## config.mk

```make
export PLATFORM = sky130hd
export DESIGN_NAME = nes_timing_gen
export DESIGN_NICKNAME = d
export VERILOG_FILES = /design/src/rtl/nes_timing_pkg.sv /design/src/rtl/nes_mod_counter.sv /design/src/rtl/nes_timing_gen.sv
export SDC_FILE = /design/constraint.sdc
export NUM_CORES = 1
export LEC_CHECK = 0
export CAP_MARGIN = 15
export CELL_PAD_IN_SITES_DETAIL_PLACEMENT = 0
export CELL_PAD_IN_SITES_GLOBAL_PLACEMENT = 2
export CORE_MARGIN = 8
export CORE_UTILIZATION = 35
export DETAILED_ROUTE_END_ITERATION = 10
export DONT_BUFFER_PORTS = 1
export PLACE_DENSITY = 0.77
export SYNTH_ARGS = -nofsm -noshare
export SYNTH_HDL_FRONTEND = slang
export SYNTH_SLANG_ARGS = --single-unit
```

## constraint.sdc

```tcl
create_clock -name clk -period 3.7 [get_ports clk]
set_input_delay 0.74 -clock clk [delete_from_list [all_inputs] [get_ports clk]]
set_output_delay 0.74 -clock clk [all_outputs]
set_load 0.05 [all_outputs]
```

## src/rtl/nes_timing_pkg.sv

```systemverilog
`default_nettype none
// ============================================================================
//  Package : nes_timing_pkg
//  Brief   : Region codes and per-region divisor tables for the NES master
//            clock timing generator.
//  Rev     : 1.0  initial release
// ============================================================================
package nes_timing_pkg;

  localparam logic [1:0] SYS_NTSC  = 2'd0;
  localparam logic [1:0] SYS_PAL   = 2'd1;
  localparam logic [1:0] SYS_DENDY = 2'd2;

  // Master clocks per CPU cycle; code 3 falls back to NTSC timing.
  function automatic logic [4:0] cpu_div_of(input logic [1:0] sys);
    case (sys)
      SYS_PAL:   return 5'd16;
      SYS_DENDY: return 5'd15;
      default:   return 5'd12;
    endcase
  endfunction

  // Master clocks per PPU dot.
  function automatic logic [4:0] ppu_div_of(input logic [1:0] sys);
    case (sys)
      SYS_PAL:   return 5'd5;
      SYS_DENDY: return 5'd5;
      default:   return 5'd4;
    endcase
  endfunction

  // First cpu_div value at which M2 is high.
  function automatic logic [4:0] phi2_rise_of(input logic [1:0] sys);
    case (sys)
      SYS_PAL:   return 5'd6;
      SYS_DENDY: return 5'd6;
      default:   return 5'd5;
    endcase
  endfunction

endpackage
`default_nettype wire

```

## src/rtl/nes_mod_counter.sv

```systemverilog
`default_nettype none
// ============================================================================
//  Module  : nes_mod_counter
//  Brief   : 5-bit modulo counter with enable, synchronous load (priority)
//            and a terminal-count flag computed on the next-state value.
//  Rev     : 1.0  initial release
// ============================================================================
module nes_mod_counter
  import nes_timing_pkg::*;
(
  input  logic       clk,
  input  logic       i_en,
  input  logic       i_load,
  input  logic [4:0] i_load_val,
  input  logic [4:0] i_mod,       // modulus that applies to the next state
  output logic [4:0] o_cnt,
  output logic       o_tc_next    // next state equals i_mod-1
);

  logic [4:0] r_cnt;
  logic [4:0] w_next;

  // Next-state: load wins, otherwise count and wrap at i_mod-1.
  always_comb begin
    w_next = r_cnt;
    if (i_load) begin
      w_next = i_load_val;
    end else if (i_en) begin
      w_next = (r_cnt >= i_mod - 5'd1) ? 5'd0 : r_cnt + 5'd1;
    end
  end

  // Counter state; initialisation comes through the synchronous load.
  always_ff @(posedge clk) begin
    r_cnt <= w_next;
  end

  assign o_cnt     = r_cnt;
  assign o_tc_next = (w_next == i_mod - 5'd1);

endmodule
`default_nettype wire

```

## src/rtl/nes_timing_gen.sv

```systemverilog
`default_nettype none
// ============================================================================
//  Module  : nes_timing_gen
//  Brief   : NES master-clock timing generator. Emits CPU/APU/PPU clock
//            enables, the M2 level, APU odd/even phase and PPU sub-slot index.
//            Region changes take effect only where both dividers wrap.
//  Rev     : 1.0  initial release
// ============================================================================
module nes_timing_gen
  import nes_timing_pkg::*;
#(
  parameter int PPU_PHASE = 0
) (
  input  logic       clk,
  input  logic       reset,
  input  logic [1:0] sys_type,
  input  logic       pause,
  output logic       cpu_ce,
  output logic       apu_ce,
  output logic       ppu_ce,
  output logic       phi2,
  output logic       odd_or_even,
  output logic [1:0] ppu_sub,
  output logic [1:0] sys_active
);

  // Reset-time PPU phase, already reduced for both possible PPU divisors.
  localparam logic [4:0] c_phase_mod4 = 5'(PPU_PHASE % 4);
  localparam logic [4:0] c_phase_mod5 = 5'(PPU_PHASE % 5);

  logic [1:0] r_sys_active;
  logic       r_cpu_ce;
  logic       r_apu_ce;
  logic       r_ppu_ce;
  logic       r_phi2;
  logic       r_odd;
  logic [1:0] r_sub;

  logic [4:0] w_cpu_cnt;
  logic [4:0] w_ppu_cnt;
  logic       w_cpu_tc_next;
  logic       w_ppu_tc_next;
  logic [4:0] w_cur_cdiv;
  logic [4:0] w_cur_pdiv;
  logic [4:0] w_cur_rise;
  logic       w_boundary;
  logic       w_switch;
  logic       w_load;
  logic [1:0] w_region_next;
  logic [4:0] w_cdiv_next;
  logic [4:0] w_pdiv_next;
  logic [4:0] w_ppu_load_val;

  assign w_cur_cdiv = cpu_div_of(r_sys_active);
  assign w_cur_pdiv = ppu_div_of(r_sys_active);
  assign w_cur_rise = phi2_rise_of(r_sys_active);

  // Both dividers sit on their last count: the only legal place to retime.
  assign w_boundary = (w_cpu_cnt == w_cur_cdiv - 5'd1) &&
                      (w_ppu_cnt == w_cur_pdiv - 5'd1);
  assign w_switch   = !reset && !pause && w_boundary && (sys_type != r_sys_active);

  assign w_load        = reset || w_switch;
  assign w_region_next = w_load ? sys_type : r_sys_active;
  assign w_cdiv_next   = cpu_div_of(w_region_next);
  assign w_pdiv_next   = ppu_div_of(w_region_next);

  // Phase trim only on reset; a region switch restarts both dividers at 0.
  assign w_ppu_load_val = !reset ? 5'd0 :
                          (ppu_div_of(sys_type) == 5'd4) ? c_phase_mod4 : c_phase_mod5;

  nes_mod_counter u_cpu_cnt (
    .clk        (clk),
    .i_en       (!pause),
    .i_load     (w_load),
    .i_load_val (5'd0),
    .i_mod      (w_cdiv_next),
    .o_cnt      (w_cpu_cnt),
    .o_tc_next  (w_cpu_tc_next)
  );

  nes_mod_counter u_ppu_cnt (
    .clk        (clk),
    .i_en       (!pause),
    .i_load     (w_load),
    .i_load_val (w_ppu_load_val),
    .i_mod      (w_pdiv_next),
    .o_cnt      (w_ppu_cnt),
    .o_tc_next  (w_ppu_tc_next)
  );

  // Output flops decoded from the counters' next state; odd/even and ppu_sub
  // react to the pulse currently on the outputs, so a pulse shown just before
  // a pause is still accounted exactly once.
  always_ff @(posedge clk) begin
    if (reset) begin
      r_sys_active <= sys_type;
      r_cpu_ce     <= 1'b0;
      r_apu_ce     <= 1'b0;
      r_ppu_ce     <= 1'b0;
      r_phi2       <= 1'b0;
      r_odd        <= 1'b0;
      r_sub        <= 2'd0;
    end else begin
      r_sys_active <= w_region_next;
      r_cpu_ce     <= !pause && w_cpu_tc_next;
      r_apu_ce     <= !pause && w_cpu_tc_next;
      r_ppu_ce     <= !pause && w_ppu_tc_next;
      // M2 is high once the next cpu_div reaches the rise point; it drops as
      // the divider wraps (which also covers a region switch).
      if (!pause) begin
        r_phi2 <= (w_cpu_cnt >= w_cur_rise - 5'd1) && (w_cpu_cnt != w_cur_cdiv - 5'd1);
      end
      r_odd <= r_odd ^ r_cpu_ce;
      if (r_cpu_ce) begin
        r_sub <= 2'd0;
      end else if (r_ppu_ce && (r_sub != 2'd3)) begin
        r_sub <= r_sub + 2'd1;
      end
    end
  end

  assign cpu_ce      = r_cpu_ce;
  assign apu_ce      = r_apu_ce;
  assign ppu_ce      = r_ppu_ce;
  assign phi2        = r_phi2;
  assign odd_or_even = r_odd;
  assign ppu_sub     = r_sub;
  assign sys_active  = r_sys_active;

endmodule
`default_nettype wire
```

==> run_results.csv <==
group,metric,value,unit
floorplanning,fp.dieW,77.1,um
place,dpl_cell_area,1440,um^2
clock_network,holdBufCountCts,0,
cells_and_area,fill_cells,375,
drt,routedWlPerCell,15.0,um
timing,fmax,283,MHz
cells_and_area,n_antenna_cell,0,
grt,grt_max_degree,20,
clock_network,cts_buffers,3,
cells_and_area,syn_to_final_growth,18.5,%
clock_network,clock_latency,0.26,ns
drt,vias,1015,
pwr,power_frac_seq,42.4,%
cells_and_area,final_cell_mix,"dfxtp_1 (16), nor2_1 (15), buf_4 (13), ha_1 (12), xnor2_1 (10)",
pwr,total_power,0.000511,W
critical_path,worstPathRequired,3.85,ns
pwr,cellLeakagePower,0.661,nW
floorplanning,start_util,36.0,%
pwr,pwr-share-comb,29.5,%
synthesis,synth_compound_area_share,14.9,%
synthesis,ys_warn_count,0,
pwr,irDropWorstVdd,0.000172,V
timing,hold_viol,0,
grt,antenna_found_initial,0,
synthesis,synthAdderAreaFrac,14.4,%
floorplanning,core,3630,um^2
synthesis,synthMuxAreaShare,6.42,%
synthesis,synth.cell_area,1310,um^2
synthesis,ys.flop_type,"dfxtp_1",
timing,fin_skew,0.00416,ns
pwr,p_per_area,330,nW/um^2
timing,maxSlewHeadroom,27.7,%
floorplanning,row_count,22,
place,dp_hpwl,2320,um
synthesis,synth-seq-area-share,27.6,%
synthesis,yosys.area_share.simple,18.7,%
synthesis,synth_edf_count,0,
critical_path,crit_type,"reg2reg",
synthesis,synthArstFlopShare,0,%
synthesis,synth_top_area_cell,"dfxtp_1",
synthesis,synth_xor_area_share,12.7,%
critical_path,worstPathMaxFanout,5,
critical_path,max_stage_delay,0.40,ns
critical_path,crit_family,"compound AO/OA/AOI/OAI gates",
clock_network,cts_tree,"built",
timing,period_share,95.5,%
critical_path,crit_chain,"inv_2, ha_1, nor4bb_1, a311o_1, a41oi_4, mux2_2, ha_4, and2_1, ha_1, a41o_1, a221oi_2, o211ai_1, a2111oi_2",
synthesis,synth_top_cell_area_share,27.6,%
floorplanning,dieHeight,77.1,um
clock_network,clk_path_buf_depth,2,
critical_path,crit_buf_inv,1,
critical_path,end_kind,"register",
pwr,p_switching,0.000163,W
drt,wirelength,3050,um
drt,drt_iter0_drc,47,
timing,tightest_slew,1.08,ns
grt,first_global_vias,1038,
clock_network,cts_root_buffer,"clkbuf_8",
cells_and_area,final_area,1550,um^2
synthesis,synth_cell_type_count,42,
timing,layout_min_cycle_time,3.53,ns
drt,drcViolationCount,0,
place,gp_congestion,0.845,
clock_network,cts_num_sinks,18,
job,drv_cap,0,
synthesis,synth_fp_nets,163,
drt,via_per_inst,5.00,
critical_path,crit_slowest_cell,"mux2_2",
clock_network,cts.clk_slew.worst_paths,0.07,ns
pwr,switching_share,31.9,%
place,place_ws,0.00450,ns
clock_network,htree_levels,1,
floorplanning,io_pins,14,
floorplanning,fp.dieArea,5940,um^2
synthesis,synth_top_family_by_area,"simple AND/OR/NAND/NOR gates",
timing,setup_viol,0,
pwr,p_int,0.000348,W
synthesis,synth_seq_cells,18,
synthesis,synth.area.top_cells,"dfxtp_1 (28%), ha_1 (14%), xnor2_1 (6.7%)",
critical_path,cp-start-kind,"register",
synthesis,netlist_instances,143,
run_status,status,"completed",
cells_and_area,nNetsFinal,176,
synthesis,avgSynthCellArea,9.13,um^2
timing,layout_setup_ws,0.165,ns
timing,maxSlewViolCount,0,
min_path,hold_class,"in2reg",
grt,grt-ovfl-total,0,
timing,holdWs,0.545,ns
place,io_buffers,0,
cells_and_area,final_common_cell,"dfxtp_1",
critical_path,reg2reg_setup_slack,0.17,ns
grt,grt_pass1_wl,5000,um
drt,dr.pass1.iters,3,
drt,antenna_left,0,
timing,tns,0,ns
critical_path,cp_data_arrival_time,3.69,ns
critical_path,crit_path_frequent_cell,"ha_1",
grt,grt_usage,10.3,%
cells_and_area,drive_above_1_share,21.9,%
pwr,clkPwrFrac,28.2,%
[timing repair]
item                                    CTS  global route
endpoints found under the setup margin    0            11
setup buffers                             0             4
gates resized for setup                   0             7
[logic make-up (layout without fill, tap and decap cells)]
kind of cell,Yosys count,after routing
buffers and inverters,15,27
muxes,8,8
other,1,1
DFF,18,18
xor gates and xnor gates,19,19
adders and majority gates,15,15
and+or+nand+nor,45,45
AOI/OAI and AO/OA,22,22
[path summary, 6_finish.rpt]
| kind | startpoint | end | cells after the start |
|---|---|---|---|
| hold / removal | reset | odd_or_even$_SDFF_PP0_ | 1 |
| setup reg to reg | sys_active[0]$_DFF_P_ | apu_ce$_SDFF_PP0_ | 13 |
| setup / recovery | sys_active[0]$_DFF_P_ | apu_ce$_SDFF_PP0_ | 13 |
| hold reg to reg | u_ppu_cnt.o_cnt[4]$_DFF_P_ | u_ppu_cnt.o_cnt[4]$_DFF_P_ | 2 |
[final cells by class]
type                       instances  area (um^2)  area share, %
tap                               48         60.1           3.88
clock inverter                     1         3.75          0.243
sequential                        18          368           23.8
inverter                          10         37.5           2.43
multi-input combinational        110          940           60.7
timing repair buffer              13         97.6           6.31
clock buffer                       3         41.3           2.67
[worst register-to-register path, delay by kind of cell, from the launching register on]
family | cells | cell delay [ns]
mux | 1 | 0.40
fa+ha+maj | 3 | 0.74
flops | 1 | 0.37
simple gates | 2 | 0.27
compound gates | 6 | 1.60
buf+inv | 1 | 0.05
[Yosys cell counts (3+ instances only)]
master and count:
ha_1 15, xnor2_1 10, nor3_1 3, a21oi_1 3, dfxtp_1 18, nand2_1 5, nand3_1 5, mux2i_1 5
xor2_1 9, nor2b_1 5, nor2_1 15, inv_1 10, mux2_2 3
[metal layers]
metal | track usage (%) | wire length (um)
met2 | 16.5 | 1430
met5 | 0 | 0
met4 | 3.96 | 12
met1 | 12.7 | 1460
met3 | 3.15 | 144
[flip-flops by register name (all words and copies together) (netlist names)]
signal,flops
apu_ce,1
odd_or_even,1
phi2,1
ppu_ce,1
ppu_sub,2
sys_active,2
u_cpu_cnt.o_cnt,5
u_ppu_cnt.o_cnt,5
[power by group through the flow]
| stage | clock network (W) | registers (W) | logic, W |
|---|---|---|---|
| 2_1_floorplan | 0 | 0.000228 | 0.000103 |
| 3_3_place_gp | 0 | 0.000221 | 0.000139 |
| 3_5_place_dp | 0 | 0.000221 | 0.000142 |
| 4_1_cts | 0.000151 | 0.000217 | 0.000143 |
| 5_1_grt | 0.000158 | 0.000218 | 0.000171 |
| 6_report | 0.000144 | 0.000217 | 0.000151 |
[metrics by stage]
step	utilization (%)	std cells
after global placement	39.7	195
after floorplan	-	143
after detailed placement	39.7	195
after CTS	40.9	199
after global routing	42.6	203
final	42.6	203
No activity file was read; power rests on OpenSTA's default activity.
